`config.mk`:
```
export PLATFORM = sky130hd
export DESIGN_NAME = mel_log_compress
export DESIGN_NICKNAME = d
export VERILOG_FILES = /design/src/rtl/mel_pkg.sv /design/src/rtl/lzc16.sv /design/src/rtl/mel_log_compress.sv
export SDC_FILE = /design/constraint.sdc
export NUM_CORES = 1
export LEC_CHECK = 0
export ABC_AREA = 1
export BUFFER_PORTS_ARGS = -buffer_cell sky130_fd_sc_hd__buf_2
export CAP_MARGIN = 10
export CORE_MARGIN = 4
export CORE_UTILIZATION = 40
export DETAILED_ROUTE_END_ITERATION = 8
export PLACE_DENSITY = 0.62
export SLEW_MARGIN = 20
export SYNTH_ARGS = -nofsm -noshare
export SYNTH_HDL_FRONTEND = slang
export SYNTH_HIERARCHICAL = 1
export SYNTH_SLANG_ARGS = --single-unit
```
`constraint.sdc`:
```
create_clock -name clk -period 6.7 [get_ports clk]
set_clock_uncertainty 0.05 [all_clocks]
set_input_delay 0.67 -clock clk [delete_from_list [all_inputs] [get_ports clk]]
set_output_delay 0.67 -clock clk [all_outputs]
set_load 0.01 [all_outputs]
```
`src/rtl/mel_pkg.sv`:
```
// ---------------------------------------------------------------------------
// mel_pkg
// Definitions shared by the mel front end: mel_filter, mel_log_compress and
// the DCT stage.
//   OUT_FRAC_BITS / OUT_INT_BITS : Q4.12 log2 output format
//   NUM_FILTERS_DEFAULT          : mel bands per frame
//   LOG_LUT                      : round(4096*log2(1+i/32)), i = 0..32
//   sat_frac()                   : clamps a 13-bit fraction to 12 bits
// ---------------------------------------------------------------------------
package mel_pkg;

    localparam int OUT_FRAC_BITS       = 12;
    localparam int OUT_INT_BITS        = 4;
    localparam int NUM_FILTERS_DEFAULT = 8;
    localparam int LOG_LUT_SIZE        = 33;

    // Entry 32 equals 4096 (log2(2) = 1.0), so 13 bits are needed. It is
    // only reached as the upper interpolation point.
    localparam logic [OUT_FRAC_BITS:0] LOG_LUT [LOG_LUT_SIZE] = '{
        13'd0,    13'd182,  13'd358,  13'd530,  13'd696,  13'd858,
        13'd1016, 13'd1169, 13'd1319, 13'd1465, 13'd1607, 13'd1746,
        13'd1882, 13'd2015, 13'd2145, 13'd2272, 13'd2396, 13'd2518,
        13'd2637, 13'd2754, 13'd2869, 13'd2982, 13'd3092, 13'd3200,
        13'd3307, 13'd3412, 13'd3514, 13'd3615, 13'd3715, 13'd3812,
        13'd3908, 13'd4003, 13'd4096
    };

    // A fraction of exactly 1.0 does not fit in the 12-bit field and would
    // otherwise roll into the integer part, so it is pinned to 0xFFF.
    function automatic logic [OUT_FRAC_BITS-1:0] sat_frac(
        input logic [OUT_FRAC_BITS:0] v
    );
        return v[OUT_FRAC_BITS] ? '1 : v[OUT_FRAC_BITS-1:0];
    endfunction

endpackage

```
`src/rtl/lzc16.sv`:
```
// ---------------------------------------------------------------------------
// lzc16
// Combinational leading-one detector for a 16-bit word.
//   din      : input word
//   pos      : index (0..15) of the most significant set bit; 0 when din = 0
//   all_zero : din is zero
// ---------------------------------------------------------------------------
module lzc16 (
    input  logic [15:0] din,
    output logic [3:0]  pos,
    output logic        all_zero
);

    // Scan upward so that the highest set bit wins.
    always_comb begin
        pos = 4'd0;
        for (int i = 0; i < 16; i++) begin
            if (din[i]) begin
                pos = 4'(i);
            end
        end
    end

    assign all_zero = (din == 16'd0);

endmodule

```
`src/rtl/mel_log_compress.sv`:
```
// ---------------------------------------------------------------------------
// mel_log_compress
// Converts mel band energies into Q4.12 log2 values through a three-stage
// pipeline:
//   S1 capture + leading-one detect
//   S2 normalise + LUT
//   S3 output register
// The latency is three cycles. One sample per cycle is accepted while the
// output is being taken. When the output is stalled, the whole pipeline holds.
//
// Parameters:
//   NUM_FILTERS : bands per frame; sets the out_last spacing
//   DATA_WIDTH  : mel_in width; must be 16 in this revision
//   OUT_WIDTH   : log_out width (Q4.12)
//
// Ports:
//   clk, rst  : clock; asynchronous active-high reset
//   mel_in    : unsigned band energy
//   in_valid  : mel_in is valid
//   in_ready  : mel_in is accepted this cycle
//   log_out   : log2(mel_in) in Q4.12; 0 when the input was zero
//   zero_flag : the input was zero
//   out_last  : this output is the last band of a frame
//   out_valid : the outputs are valid
//   out_ready : downstream accepts the output
//
// Build option:
//   MEL_LOG_INTERP_EN : when defined, interpolates linearly between adjacent
//                       LUT entries. When undefined, uses the LUT entry only,
//                       and no multiplier is built.
// ---------------------------------------------------------------------------
module mel_log_compress
    import mel_pkg::*;
#(
    parameter int NUM_FILTERS = NUM_FILTERS_DEFAULT,
    parameter int DATA_WIDTH  = 16,
    parameter int OUT_WIDTH   = 16
) (
    input  logic                  clk,
    input  logic                  rst,
    input  logic [DATA_WIDTH-1:0] mel_in,
    input  logic                  in_valid,
    output logic                  in_ready,
    output logic [OUT_WIDTH-1:0]  log_out,
    output logic                  zero_flag,
    output logic                  out_last,
    output logic                  out_valid,
    input  logic                  out_ready
);

    localparam int                CNT_W     = (NUM_FILTERS > 1) ? $clog2(NUM_FILTERS) : 1;
    localparam logic [CNT_W-1:0]  LAST_BAND = CNT_W'(NUM_FILTERS - 1);

    // A single global enable: every stage moves unless a valid output is
    // being refused. Stages therefore never get out of step, and in_ready
    // equals the same enable.
    logic advance;
    assign advance  = !(out_valid && !out_ready);
    assign in_ready = advance;

    // ---------------- S1: capture + leading-one detect ----------------
    logic [3:0]  lz_pos;
    logic        lz_zero;
    logic        s1_valid;
    logic        s1_zero;
    logic [3:0]  s1_p;
    logic [15:0] s1_data;

    lzc16 u_lzc (
        .din      (mel_in),
        .pos      (lz_pos),
        .all_zero (lz_zero)
    );

    always_ff @(posedge clk or posedge rst) begin
        if (rst) begin
            s1_valid <= 1'b0;
            s1_zero  <= 1'b0;
            s1_p     <= 4'd0;
            s1_data  <= 16'd0;
        end else if (advance) begin
            s1_valid <= in_valid;
            if (in_valid) begin
                s1_zero  <= lz_zero;
                s1_p     <= lz_pos;
                s1_data  <= mel_in;
            end
        end
    end

    // ---------------- S2: normalise + LUT ----------------
    // After normalisation the leading one sits at bit 15. The next five
    // bits select a LUT segment, and the remaining ten bits give the
    // position inside that segment.
    logic [15:0]            norm;
    logic [5:0]             idx;
    logic [OUT_FRAC_BITS:0] frac13;
`ifdef MEL_LOG_INTERP_EN
    logic [OUT_FRAC_BITS:0] seg_diff;
    logic [9:0]             seg_pos;
    logic [22:0]            seg_prod;
`endif

    always_comb begin
        norm = s1_data << (4'd15 - s1_p);
        idx  = {1'b0, 5'(norm >> 10)};
`ifdef MEL_LOG_INTERP_EN
        seg_pos  = 10'(norm);
        seg_diff = LOG_LUT[idx + 6'd1] - LOG_LUT[idx];
        seg_prod = {10'd0, seg_diff} * {13'd0, seg_pos};
        frac13   = LOG_LUT[idx] + 13'(seg_prod >> 10);
`else
        frac13   = LOG_LUT[idx];
`endif
    end

    logic                     s2_valid;
    logic                     s2_zero;
    logic [3:0]               s2_p;
    logic [OUT_FRAC_BITS-1:0] s2_frac;

    always_ff @(posedge clk or posedge rst) begin
        if (rst) begin
            s2_valid <= 1'b0;
            s2_zero  <= 1'b0;
            s2_p     <= 4'd0;
            s2_frac  <= '0;
        end else if (advance) begin
            s2_valid <= s1_valid;
            if (s1_valid) begin
                s2_zero <= s1_zero;
                s2_p    <= s1_zero ? 4'd0 : s1_p;
                s2_frac <= s1_zero ? '0 : sat_frac(frac13);
            end
        end
    end

    // ---------------- S3: output register ----------------
    always_ff @(posedge clk or posedge rst) begin
        if (rst) begin
            out_valid <= 1'b0;
            log_out   <= '0;
            zero_flag <= 1'b0;
        end else if (advance) begin
            out_valid <= s2_valid;
            if (s2_valid) begin
                log_out   <= OUT_WIDTH'({s2_p, s2_frac});
                zero_flag <= s2_zero;
            end
        end
    end

    // The band counter moves only on accepted outputs. Stalls and bubbles
    // leave it untouched.
    logic [CNT_W-1:0] band_cnt;

    always_ff @(posedge clk or posedge rst) begin
        if (rst) begin
            band_cnt <= '0;
        end else if (out_valid && out_ready) begin
            band_cnt <= (band_cnt == LAST_BAND) ? '0 : band_cnt + CNT_W'(1);
        end
    end

    assign out_last = out_valid && (band_cnt == LAST_BAND);

endmodule

```
# [Word level (Yosys, flattened, before mapping)]
# Memories as Yosys holds them, arrays and structs flattened.
# Cells that the tools add are included.
[word_totals] rom_bits=832 ff_bits=61 output_inout_bits=20 in_bits=20 memories=1
[memory_table] memory="(name not given)" words=64 width=13 read_ports=1 rd_ports_with_merged_regs=0 wr=0 line_no="mel_log_compress.sv:113" text="frac13 = LOG_LUT[idx];"
[op_classes] add_sub_neg=2 reduce_logical=9 bitwise_logic=2 order_cmp=1 shifts=1 n_eq_ne=1 mux=21
[ops] cell="2-to-1 mux 4 bit" n=9
[ops] cell="2-to-1 mux 13 bit" n=2
[ops] cell="2-to-1 mux 12 bit" n=2
[ops] cell="zero test 16 bit" n=1
[ops] cell="<< shifter 16 x 4 -> 15 bit" n=1
[ops] cell="2-to-1 mux 3 bit" n=5
[ops] cell="greater-or-equal comparator 7 bit (second input constant)" n=1
[ops] cell="inverter 5 -> 7 bit" n=1
[ops] cell="AND reduction 2 bit" n=3
[ops] cell="2-to-1 mux 2 bit" n=2
[ops] cell="subtractor 4 bit (first input constant)" n=1
[ops] cell="adder 3 x 1 -> 3 bit (second input constant)" n=1
[ops] cell="equality test 3 bit (second input constant)" n=1
[ops] cell="logical AND 1 bit" n=3
[ops] cell="zero test 1 bit" n=2
[ops] cell="2-to-1 mux 1 bit" n=1
[ops] cell="inverter 1 bit" n=1

# [Longest topological paths before layout]
# Gate-level depths: netlist (run 1).
[depth] word_depth=15 ltp_mapped=19

# [Modules after synthesis]
# Netlist (run 1), hierarchy kept.
[modules_own_cells] mod="mel_log_compress" cells_per_inst=444 area_per_inst_um2=3497.1 instances=1 seq_area_each_um2=1501.4
[modules_own_cells] mod="lzc16" cells_per_inst=44 area_per_inst_um2=181.4 instances=1 seq_area_each_um2=0.0

# [Least setup slack after synthesis (run 1)]
# OpenSTA, ideal clock, no wires.
[synth_timing] path_type="reg-to-reg" start="register s1_p[0]" end="register s2_frac[8]" path_stages_with_launch=17 arrival_ns=2.198 path_buffers=2 required_ns=6.532 path_slack_ns=4.334 period_less_slack_ns=2.366 cell_sequence="dfrtp_1 buf_6 buf_6 nand2_1 nand2_2 o21ai_0 nor2_1 a21oi_1 ha_1 inv_1 nand3_1 nand2_1 nand2_1 nand2_1 nand2_1 nand3_1 nand2_1"
[synth_between] elab_chain_len=8
[synth_rtl] element="start, declared" line_no="mel_log_compress.sv:66" text="logic [3:0] s1_p;"
[synth_rtl] element="start signal, assigned" line_no="mel_log_compress.sv:85" text="s1_p <= lz_pos;"
[synth_rtl] element="subtractor 4 bit" line_no="mel_log_compress.sv:105" text="norm = s1_data << (4'd15 - s1_p);"
[synth_rtl] element="<< shifter 16 x 4 -> 15 bit" line_no="mel_log_compress.sv:105"
[synth_rtl] element="inverter 5 -> 7 bit (not written as such)" line_no="mel_log_compress.sv:113"
[synth_rtl] element="memory (64 x 13 bit)"
[synth_rtl] element="2-to-1 mux 13 bit (not written as such) (2 in series)" line_no="mel_log_compress.sv:113"
[synth_rtl] element="2-to-1 mux 12 bit" line_no="mel_pkg.sv:33" text="return v[OUT_FRAC_BITS] ? '1 : v[OUT_FRAC_BITS-1:0];"
[synth_rtl] element="2-to-1 mux 12 bit" line_no="mel_log_compress.sv:133" text="s2_frac <= s1_zero ? '0 : sat_frac(frac13);"
[synth_rtl] element="end signal, assigned" line_no="mel_log_compress.sv:133"
[synth_rtl] element="end, declared" line_no="mel_log_compress.sv:120" text="logic [OUT_FRAC_BITS-1:0] s2_frac;"
# No other way between the ends. The select of a mux whose other input is x is not followed.
# A chain may end at the register's enable or synchronous reset.

# [Worst setup path after layout (run 1)]
[layout_timing] start="register s1_p[0]" end="register s2_frac[6]"
# Same word-level chain as after synthesis.

==> flow_metrics.tcl, run 1 <==
set metrics [dict create \
    outcome "finished clean" \
    vias 3170 \
    synth_fp_nets 522 \
    ys_ff_latch 60 \
    setup_viol_count_final 0 \
    crit_fanout 18 \
    syn_area_um2 3680 \
    synth_edf_count 0 \
    die_y_um 104 \
    end_kind "register" \
    post-route-period-util_pct 47.3 \
    drv_slew 0 \
    fin_setup_tns_ns 0 \
    ir_drop_mv 0.145 \
    dieArea_um2 10800 \
    cts_tree "yes" \
    clk_pin_slew_ns 0.07 \
    cts-hold-fix-buffers 0 \
    drv_cap 0 \
    ios 40 \
    via_per_inst 5.02 \
    start_kind "register" \
    final_nets 553 \
    drc 0 \
    grt_overflow 0 \
    fin_cells 631 \
    cts.repair.resized 0 \
    start_util_pct 41.6 \
    synth.area.top_cells "dfrtp_1 (41%), nand2_1 (17%), nand3_1 (7.8%)" \
    p_leak_nw 2.18 \
    power_density_nw_per_um2 418 \
    synthDistinctLibCells 31 \
    core_um2 8850 \
    cts_buffers 9 \
    drtIter0Drc 228 \
    synth_top_cell_area_share_pct 40.8 \
    hold_path_depth 2 \
    criticalPathCategory "reg2reg" \
    yosysTopAreaCell "dfrtp_1" \
    die_w_um 104 \
    drive_gt1_share_pct 18.9 \
    gp_congestion 0.861 \
    cts_max_level 3 \
    numPortBuffers 39 \
    worstPathRequired_ns 6.88 \
    wl_per_cell_um 13.4 \
    worst_ep_arrival_time_ns 3.35 \
    finalHoldViolCount 0 \
    num_rows 34 \
    hold_class "reg2reg" \
    ys_seq_area_share_pct 40.8 \
    clock_sinks 60 \
    syn_to_final_growth_pct 10.1 \
    fmax_mhz 315 \
    worst_pin_slew_ns 0.799 \
    yosysWarnings 6 \
    postSynthAreaPerCell_um2 7.54 \
    grt_pass1_wl_um 14400 \
    synthCells 488 \
    ant_nets 0 \
    insertion_delay_ns 0.34 \
    dp_cells 616 \
    postCtsSetupBuffers 0 \
    min_period_ns 3.17 \
    antenna_cells 0 \
    antenna_found_initial 0 \
    max-slew-margin-rel_pct 46.7 \
    grt_max_degree 61 \
    dr.pass1.iters 5 \
    reg2reg_depth 17 \
    routed_wl_um 8440 \
    grt_pass1_vias 2962 \
    track_usage_pct 16.2 \
    cts_root_buf "clkbuf_8" \
    async_reset_ff_share_pct 100 \
    clock_tree.buffer_depth 2 \
    hpwl_um 6070 \
    rsz0062_at_grt "false" \
    synth_ff_type "dfrtp_1" \
]
sequential cells by signal, indices dropped and copies added (netlist names), 3 cells and up:
| register | cells |
|---|---|
| s1_p | 4 |
| s1_data | 15 |
| band_cnt | 3 |
| s2_p | 4 |
| log_out | 16 |
| s2_frac | 12 |
cells in the mapped netlist (3+ instances only):
master / n
a21oi_1: 19
mux2_2: 22
buf_2: 7
nand2_1: 164
clkbuf_1: 5
buf_6: 6
ha_1: 14
nand3_1: 57
o21ai_0: 17
o21ai_1: 4
o22ai_1: 5
inv_2: 3
nor2_1: 26
dfrtp_1: 60
nand2_2: 9
inv_1: 51
cell usage in the layout, fill, tap and decap left out:
| cell | count |
|---|---|
| a21o_1 | 1 |
| nand2_1 | 164 |
| o21ai_0 | 17 |
| buf_2 | 39 |
| nand3_1 | 57 |
| clkinv_2 | 2 |
| nor3_1 | 2 |
| and2_0 | 1 |
| inv_1 | 50 |
| buf_4 | 2 |
| ha_1 | 14 |
| or2_2 | 1 |
| mux2_2 | 22 |
| nor4_1 | 2 |
| clkbuf_8 | 11 |
| nand2_2 | 9 |
| a31oi_1 | 1 |
| inv_4 | 1 |
| inv_6 | 1 |
| dfrtp_1 | 60 |
| o21ai_1 | 4 |
| o211ai_1 | 1 |
| nor2_1 | 26 |
| nor2_2 | 1 |
| a21oi_2 | 2 |
| o22ai_1 | 5 |
| o21ai_2 | 1 |
| a21oi_1 | 19 |
| inv_2 | 4 |
| clkinvlp_4 | 2 |
| nand3_2 | 1 |
where the power goes:
part / internal [mW] / leakage [nW] / switching [mW]
registers: 0.504 / 0.708 / 0.0817
clock network: 0.151 / 0.0872 / 0.149
logic: 0.297 / 1.38 / 0.510
metal layers:
layer  GRT usage, %  part of all wire, %  vias up
li1               -                    -     1616
met1           22.5                   49     1480
met2           25.2                   45       66
met3           3.97                  4.7        8
met4           4.46                 0.94        0
met5              0                    0        -
final timing paths:
path                                              from                      end  slack [ns]
worst max register to register     s1_p[0]$_DFFE_PP0P_   s2_frac[6]$_DFFE_PP0P_        3.53
worst min-delay path            s2_frac[4]$_DFFE_PP0P_   s2_frac[4]$_DFFE_PP0P_        0.43
min in group asynchronous                          rst  band_cnt[2]$_DFFE_PP0P_        0.47
max in group asynchronous                          rst   s2_frac[6]$_DFFE_PP0P_        5.63
worst max-delay path               s1_p[0]$_DFFE_PP0P_   s2_frac[6]$_DFFE_PP0P_        3.53
worst min register to register  s2_frac[4]$_DFFE_PP0P_   s2_frac[4]$_DFFE_PP0P_        0.43
critical path: stages, from the launching register on:
cell,delay [ns]
dfrtp_1,0.75
inv_6,0.16
nand2_1,0.10
nand2_1,0.06
nand2_1,0.06
nand2_1,0.05
inv_1,0.05
nand2_1,0.06
a21oi_1,0.63
ha_1,0.39
inv_1,0.09
nand3_1,0.16
nand2_1,0.11
nand2_1,0.07
nand2_1,0.08
nand2_1,0.04
nand3_1,0.09
nand2_1,0.05
cells by family after synthesis:
| family | share of synthesized area, % |
|---|---|
| AND/OR/NAND/NOR | 30.1 |
| buffers and inverters | 10.0 |
| flip-flops | 40.8 |
| AO/OA/AOI/OAI | 7.59 |
| multiplexers | 6.73 |
| adder cells (fa/ha/maj) | 4.76 |
cell type report:
cell class / instances / area, um^2
Fill cell: 920 / 4800
Inverter: 56 / 218
Tap cell: 108 / 135
Timing Repair Buffer: 41 / 210
Clock inverter: 4 / 25.0
Multi-Input combinational cell: 351 / 1810
Clock buffer: 11 / 151
Sequential cell: 60 / 1500
per-stage QoR:
step                      hold WS (ns)  area (um^2)  worst slack, ns  util, %  power, mW
after floorplan                  0.395         3680             4.33        -       1.22
after global placement           0.412         3870             3.60     43.8       1.40
after detailed placement         0.412         3870             3.58     43.8       1.40
after CTS                        0.432         4050             3.55     45.8       1.71
after global routing             0.458         4050             3.22     45.8       1.86
final                            0.428         4050             3.53     45.8       1.69
Note: power is estimated with default switching activity, not from simulation.
==> inputs of run 2 (changes only) <==
- clock period: 6.7 -> 3.3 ns (I/O delays scaled with it)
==> run 2 against run 1 <==
Against the previous run: final cell count increased by 1.1%; maximum frequency increased by 8.6%; wire length increased by 2.9%; power increased by 110%; non-clock buffer count increased by 6; sequential power increased by 100%; critical path depth decreased by 1; clock-buffer cell count unchanged.
==> flow_metrics.tcl, run 2 (same netlist as run 1, synthesis figures left out) <==
set metrics [dict create \
    largest_reg_flops 16 \
    drv_cap 0 \
    drive_gt1_share_pct 20.0 \
    final_nets 559 \
    ir_drop_mv 0.269 \
    worstReg2RegStart "s1_p[1]$_DFFE_PP0P_" \
    place_area_um2 3910 \
    rrSetupSlack_ns 0.38 \
    stdcell_area_um2 4110 \
    cts_buffers 9 \
    criticalPathCategory "reg2reg" \
    setup_viol_count_final 0 \
    dieArea_um2 10800 \
    ios 40 \
    outcome "finished clean" \
    fin_setup_tns_ns 0 \
    power_density_nw_per_um2 854 \
    worst_ep_arrival_time_ns 3.10 \
    largest_register "log_out" \
    final_common_cell "nand2_1" \
    crit_fanout 13 \
    vias 3234 \
    dr.pass1.iters 6 \
    hpwl_um 6360 \
    track_usage_pct 16.7 \
    p_leak_nw 2.21 \
    finish.utilization_pct 46.4 \
    cts_tree "yes" \
    min_period_ns 2.92 \
    post-route-period-util_pct 88.5 \
    hold-path-endpoint "s1_data[0]$_DFFE_PP0P_" \
    start_util_pct 41.6 \
    numPortBuffers 39 \
    gp_congestion 0.861 \
    clock_tree.buffer_depth 2 \
    max-slew-margin-rel_pct 36.7 \
    drtIter0Drc 156 \
    hold_slack_ns 0.184 \
    rsz0062_at_grt "false" \
    worstHoldStart "mel_in[0]" \
    grt_overflow 0 \
    grt_pass1_wl_um 14800 \
    wl_per_cell_um 13.6 \
    final_cell_mix "nand2_1 (164), dfrtp_1 (59), nand3_1 (57)" \
    core_um2 8850 \
    worst_pin_slew_ns 0.948 \
    antenna_found_initial 0 \
    syn_to_final_growth_pct 11.7 \
    top_regs "log_out: 16 flops, s1_data: 15 flops, s2_frac: 12 flops" \
    cts_max_level 3 \
    grt_max_degree 42 \
    fmax_mhz 343 \
    hold_class "in2reg" \
    antenna_cells 0 \
    clk_pin_slew_ns 0.08 \
    die_w_um 104 \
    hold_path_depth 2 \
    insertion_delay_ns 0.34 \
    postCtsSetupBuffers 0 \
    end_kind "register" \
    via_per_inst 5.07 \
    num_rows 34 \
    routed_wl_um 8680 \
    start_kind "register" \
    grt_pass1_vias 3107 \
    clock_sinks 60 \
    cts_root_buf "clkbuf_8" \
    worstPathRequired_ns 3.48 \
    reg2reg_to "s2_frac[8]$_DFFE_PP0P_" \
    drc 0 \
    ant_nets 0 \
    finalHoldViolCount 0 \
    reg2reg_depth 16 \
    die_y_um 104 \
    drv_slew 0 \
]
run 2: worst max path at each step:
stage                                    from                      to  slack, ns  cells past startpoint
after floorplan           s1_p[0]$_DFFE_PP0P_  s2_frac[8]$_DFFE_PP0P_       0.93                     16
after global routing      s1_p[1]$_DFFE_PP0P_  s2_frac[0]$_DFFE_PP0P_       0.07                     16
after CTS                 s1_p[0]$_DFFE_PP0P_  s2_frac[6]$_DFFE_PP0P_       0.33                     18
final                     s1_p[1]$_DFFE_PP0P_  s2_frac[8]$_DFFE_PP0P_       0.38                     16
after detailed placement  s1_p[0]$_DFFE_PP0P_  s2_frac[6]$_DFFE_PP0P_       0.36                     18
after global placement    s1_p[0]$_DFFE_PP0P_  s2_frac[8]$_DFFE_PP0P_       0.48                     18
run 2: report_power, final:
group	internal, mW	switching, mW
sequential	1.02	0.170
combinational	0.632	1.04
clock	0.314	0.328
run 2: area by class of cell:
class / instances / area, um^2
tap: 108 / 135
inverter: 56 / 218
multi-input combinational: 351 / 1810
sequential: 60 / 1500
clock inverter: 5 / 36.3
clock buffer: 11 / 151
timing repair buffer: 47 / 258
fill: 923 / 4740
run 2: timing repair:
item,in CTS,in global routing
hold buffers,1,0
setup endpoints to repair,0,3
hold endpoints to repair,19,0
resized for setup,0,1
run 2: stage by stage:
| step | instances | setup WS, ns | power (mW) |
|---|---|---|---|
| finish | 638 | 0.381 | 3.51 |
| global route | 638 | 0.0743 | 3.86 |
| CTS | 638 | 0.330 | 3.54 |
| detailed placement | 621 | 0.360 | 2.88 |
| global placement | 621 | 0.478 | 2.86 |
| floorplan | 488 | 0.934 | 2.48 |
run 2: per-layer routing:
layer	global-route usage [%]	share of wire [%]	vias up
met4	7.22	3.1	0
li1	-	-	1624
met3	2.79	4.9	22
met5	0	0	-
met2	25.3	44	99
met1	23.4	48	1489
run 2: worst max-delay path, stage by stage, from the launching register on:
cell and delay, ns:
dfrtp_1 0.59, inv_1 0.30, nand3_1 0.18, nand2_1 0.06, nand2_1 0.05, nand3_1 0.12, nand2_1 0.29, inv_1 0.16
ha_1 0.35, inv_1 0.08, nand3_1 0.14, nand2_1 0.11, nand2_1 0.07, nand2_1 0.07, nand2_1 0.05, nand3_1 0.08
nand2_1 0.05
==> inputs of run 3 (changes only) <==
- ABC_AREA: 1 -> 0
==> run 3 against run 2 <==
Against the previous run: sequential share of layout area down 0.086 points; hold slack got worse by 0.060 ns; wire length is 8.8% lower; first-iteration DRC count shrank 28%; worst setup slack worse by 0.045 ns; via count down 15%; critical endpoint unchanged; largest cell class unchanged.
==> flow_metrics.tcl, run 3 <==
set metrics [dict create \
    drv_slew 0 \
    insertion_delay_ns 0.36 \
    p_switching_mw 1.44 \
    ir_drop_mv 0.333 \
    ys_seq_area_share_pct 40.7 \
    ios 40 \
    end_kind "register" \
    cts_tree "yes" \
    rsz0062_at_grt "false" \
    post-route-period-util_pct 89.8 \
    synth_ff_type "dfrtp_1" \
    grt_use_met3_pct 4.41 \
    crit_fanout 13 \
    dieArea_um2 10800 \
    yosysWarnings 6 \
    antenna_cells 0 \
    largest_register "log_out" \
    cts.repair.resized 0 \
    p_sw_share_pct 40.7 \
    postSynthAreaPerCell_um2 11.2 \
    top_regs "log_out: 16 flops, s1_data: 15 flops, s2_frac: 12 flops" \
    worst_pin_slew_ns 0.852 \
    grt_pass1_wl_um 13700 \
    ant_nets 0 \
    drtIter0Drc 113 \
    seqCellArea_um2 1500 \
    worstPathRequired_ns 3.46 \
    crit_path_start "s1_p[1]$_DFFE_PP0P_" \
    criticalPathCategory "reg2reg" \
    synthCells 329 \
    cts_max_level 3 \
    start_util_pct 41.7 \
    finish.utilization_pct 46.5 \
    grtUsageMet1_pct 20.9 \
    clock_tree.buffer_depth 2 \
    grt_pass1_vias 2687 \
    die_y_um 104 \
    hpwl_um 5650 \
    grt_max_degree 61 \
    drc 0 \
    fin_setup_tns_ns 0 \
    outcome "finished clean" \
    pwr-share-clk_pct 16.9 \
    grt_use_met2_pct 24.1 \
    drive_gt1_share_pct 35.5 \
    worstReg2RegStart "s1_p[1]$_DFFE_PP0P_" \
    power_density_nw_per_um2 862 \
    synth_common_cells "dfrtp_1 (60), mux2_2 (44), nand2_1 (30)" \
    yosysTopAreaCell "dfrtp_1" \
    synthDistinctLibCells 58 \
    dr.pass1.iters 4 \
    async_reset_ff_share_pct 100 \
    drv_cap 0 \
    p_leak_nw 1.83 \
    synth_top_cell_area_share_pct 40.7 \
    via_per_inst 5.76 \
    numPortBuffers 39 \
    wl_per_cell_um 16.5 \
    cts-hold-fix-buffers 0 \
    synth_edf_count 0 \
    die_w_um 104 \
    vias 2765 \
    setup_viol_count_final 0 \
    start_kind "register" \
    synth_fp_nets 363 \
    track_usage_pct 15.5 \
    fmax_mhz 337 \
    postCtsSetupBuffers 0 \
    multi_input_area_um2 1990 \
    final_common_cell "dfrtp_1" \
    largest_reg_flops 16 \
    cts_root_buf "clkbuf_8" \
    hold_class "in2async" \
    syn_to_final_growth_pct 11.5 \
    antenna_found_initial 0 \
    min_period_ns 2.96 \
    final_cell_mix "dfrtp_1 (60), mux2_2 (44), buf_2 (39)" \
    sequentialPowerShare_pct 33.9 \
    fillers 838 \
    syn_area_um2 3690 \
    busiest_layer "met2" \
    yosysMostFrequentCell "dfrtp_1" \
    worst_ep_arrival_time_ns 3.13 \
    cts_buffers 9 \
    p_int_mw 2.10 \
    grt_overflow 0 \
    routed_wl_um 7910 \
    clock_sinks 60 \
    num_rows 34 \
    core_um2 8850 \
    final_nets 401 \
    comb_power_share_pct 49.2 \
    finalHoldViolCount 0 \
    gp_congestion 0.862 \
    max-slew-margin-rel_pct 43.0 \
    ys_ff_latch 60 \
    clk_pin_slew_ns 0.08 \
    synth.area.top_cells "dfrtp_1 (41%), mux2_2 (13%), mux4_2 (4.9%)" \
]
## run 3: cell count changes in the layout (fill, tap and decap cells not counted), moves of 5 or more
| cell | previous run | this run |
|---|---|---|
| nand2_1 | 164 | 30 |
| nand2b_1 | 0 | 8 |
| mux2i_1 | 0 | 7 |
| o31ai_1 | 0 | 5 |
| nand2_2 | 9 | 1 |
| a21oi_1 | 19 | 4 |
| inv_1 | 50 | 9 |
| nor2_1 | 26 | 19 |
| mux4_2 | 0 | 8 |
| nand3_1 | 57 | 7 |
| mux2_2 | 22 | 44 |
## run 3: layer usage
layer	vias to the layer above	routed length [um]
met5	-	0
met4	0	124
met3	13	393
met2	72	3760
met1	1366	3630
li1	1314	-
## run 3: cells by family (layout without fill, tap and decap cells)
kind of cell | count (synthesis) | after routing | synth area share [%]
mux | 62 | 62 | 22.0
simple gates | 92 | 92 | 12.3
compound gates | 68 | 68 | 14.8
fa+ha+maj | 14 | 14 | 4.74
flops | 60 | 60 | 40.7
buf+inv | 33 | 76 | 5.49
## run 3: power groups by stage
stage | Sequential [mW] | Combinational [mW] | Clock (mW)
4_1_cts | 1.21 | 1.74 | 0.613
5_1_grt | 1.25 | 1.92 | 0.648
3_3_place_gp | 1.21 | 1.71 | 0
6_report | 1.20 | 1.75 | 0.600
3_5_place_dp | 1.22 | 1.73 | 0
2_1_floorplan | 1.20 | 1.36 | 0
## run 3: worst paths after layout
kind | slack (ns) | endpoint | cells past startpoint
worst max-delay path | 0.34 | s2_frac[8]$_DFFE_PP0P_ | 6
worst min-delay path | 0.12 | s1_valid$_DFFE_PP0N_ | 3
worst max register to register | 0.34 | s2_frac[8]$_DFFE_PP0P_ | 6
worst min register to register | 0.43 | s2_frac[0]$_DFFE_PP0P_ | 2
max in group asynchronous | 2.57 | s2_frac[7]$_DFFE_PP0P_ | 3
min in group clk | 0.18 | s1_data[0]$_DFFE_PP0P_ | 2
## run 3: final cells by class
class / instances / share of cell area (%)
inverters: 11 / 1.00
multi-input cells: 236 / 48.4
flip-flops and latches: 60 / 36.5
clock inverters: 6 / 0.943
repair buffers: 49 / 6.57
clock buffers: 10 / 3.34
well taps: 108 / 3.28
## run 3: critical path: stages (launching register included)
cell	delay [ns]
dfrtp_1	0.57
mux4_1	0.63
o22ai_1	0.38
or2_1	0.51
nor2_1	0.13
a221oi_1	0.37
o221ai_1	0.18
## run 3: metrics by stage
stage	total power, mW	instances	instance area [um^2]	setup slack [ns]	hold slack (ns)
global route	3.82	480	4120	0.145	0.184
detailed placement	2.96	464	3940	0.419	0.414
floorplan	2.56	329	3690	0.461	0.386
CTS	3.56	480	4110	0.400	0.161
finish	3.55	480	4120	0.335	0.124
global placement	2.92	464	3940	0.405	0.407
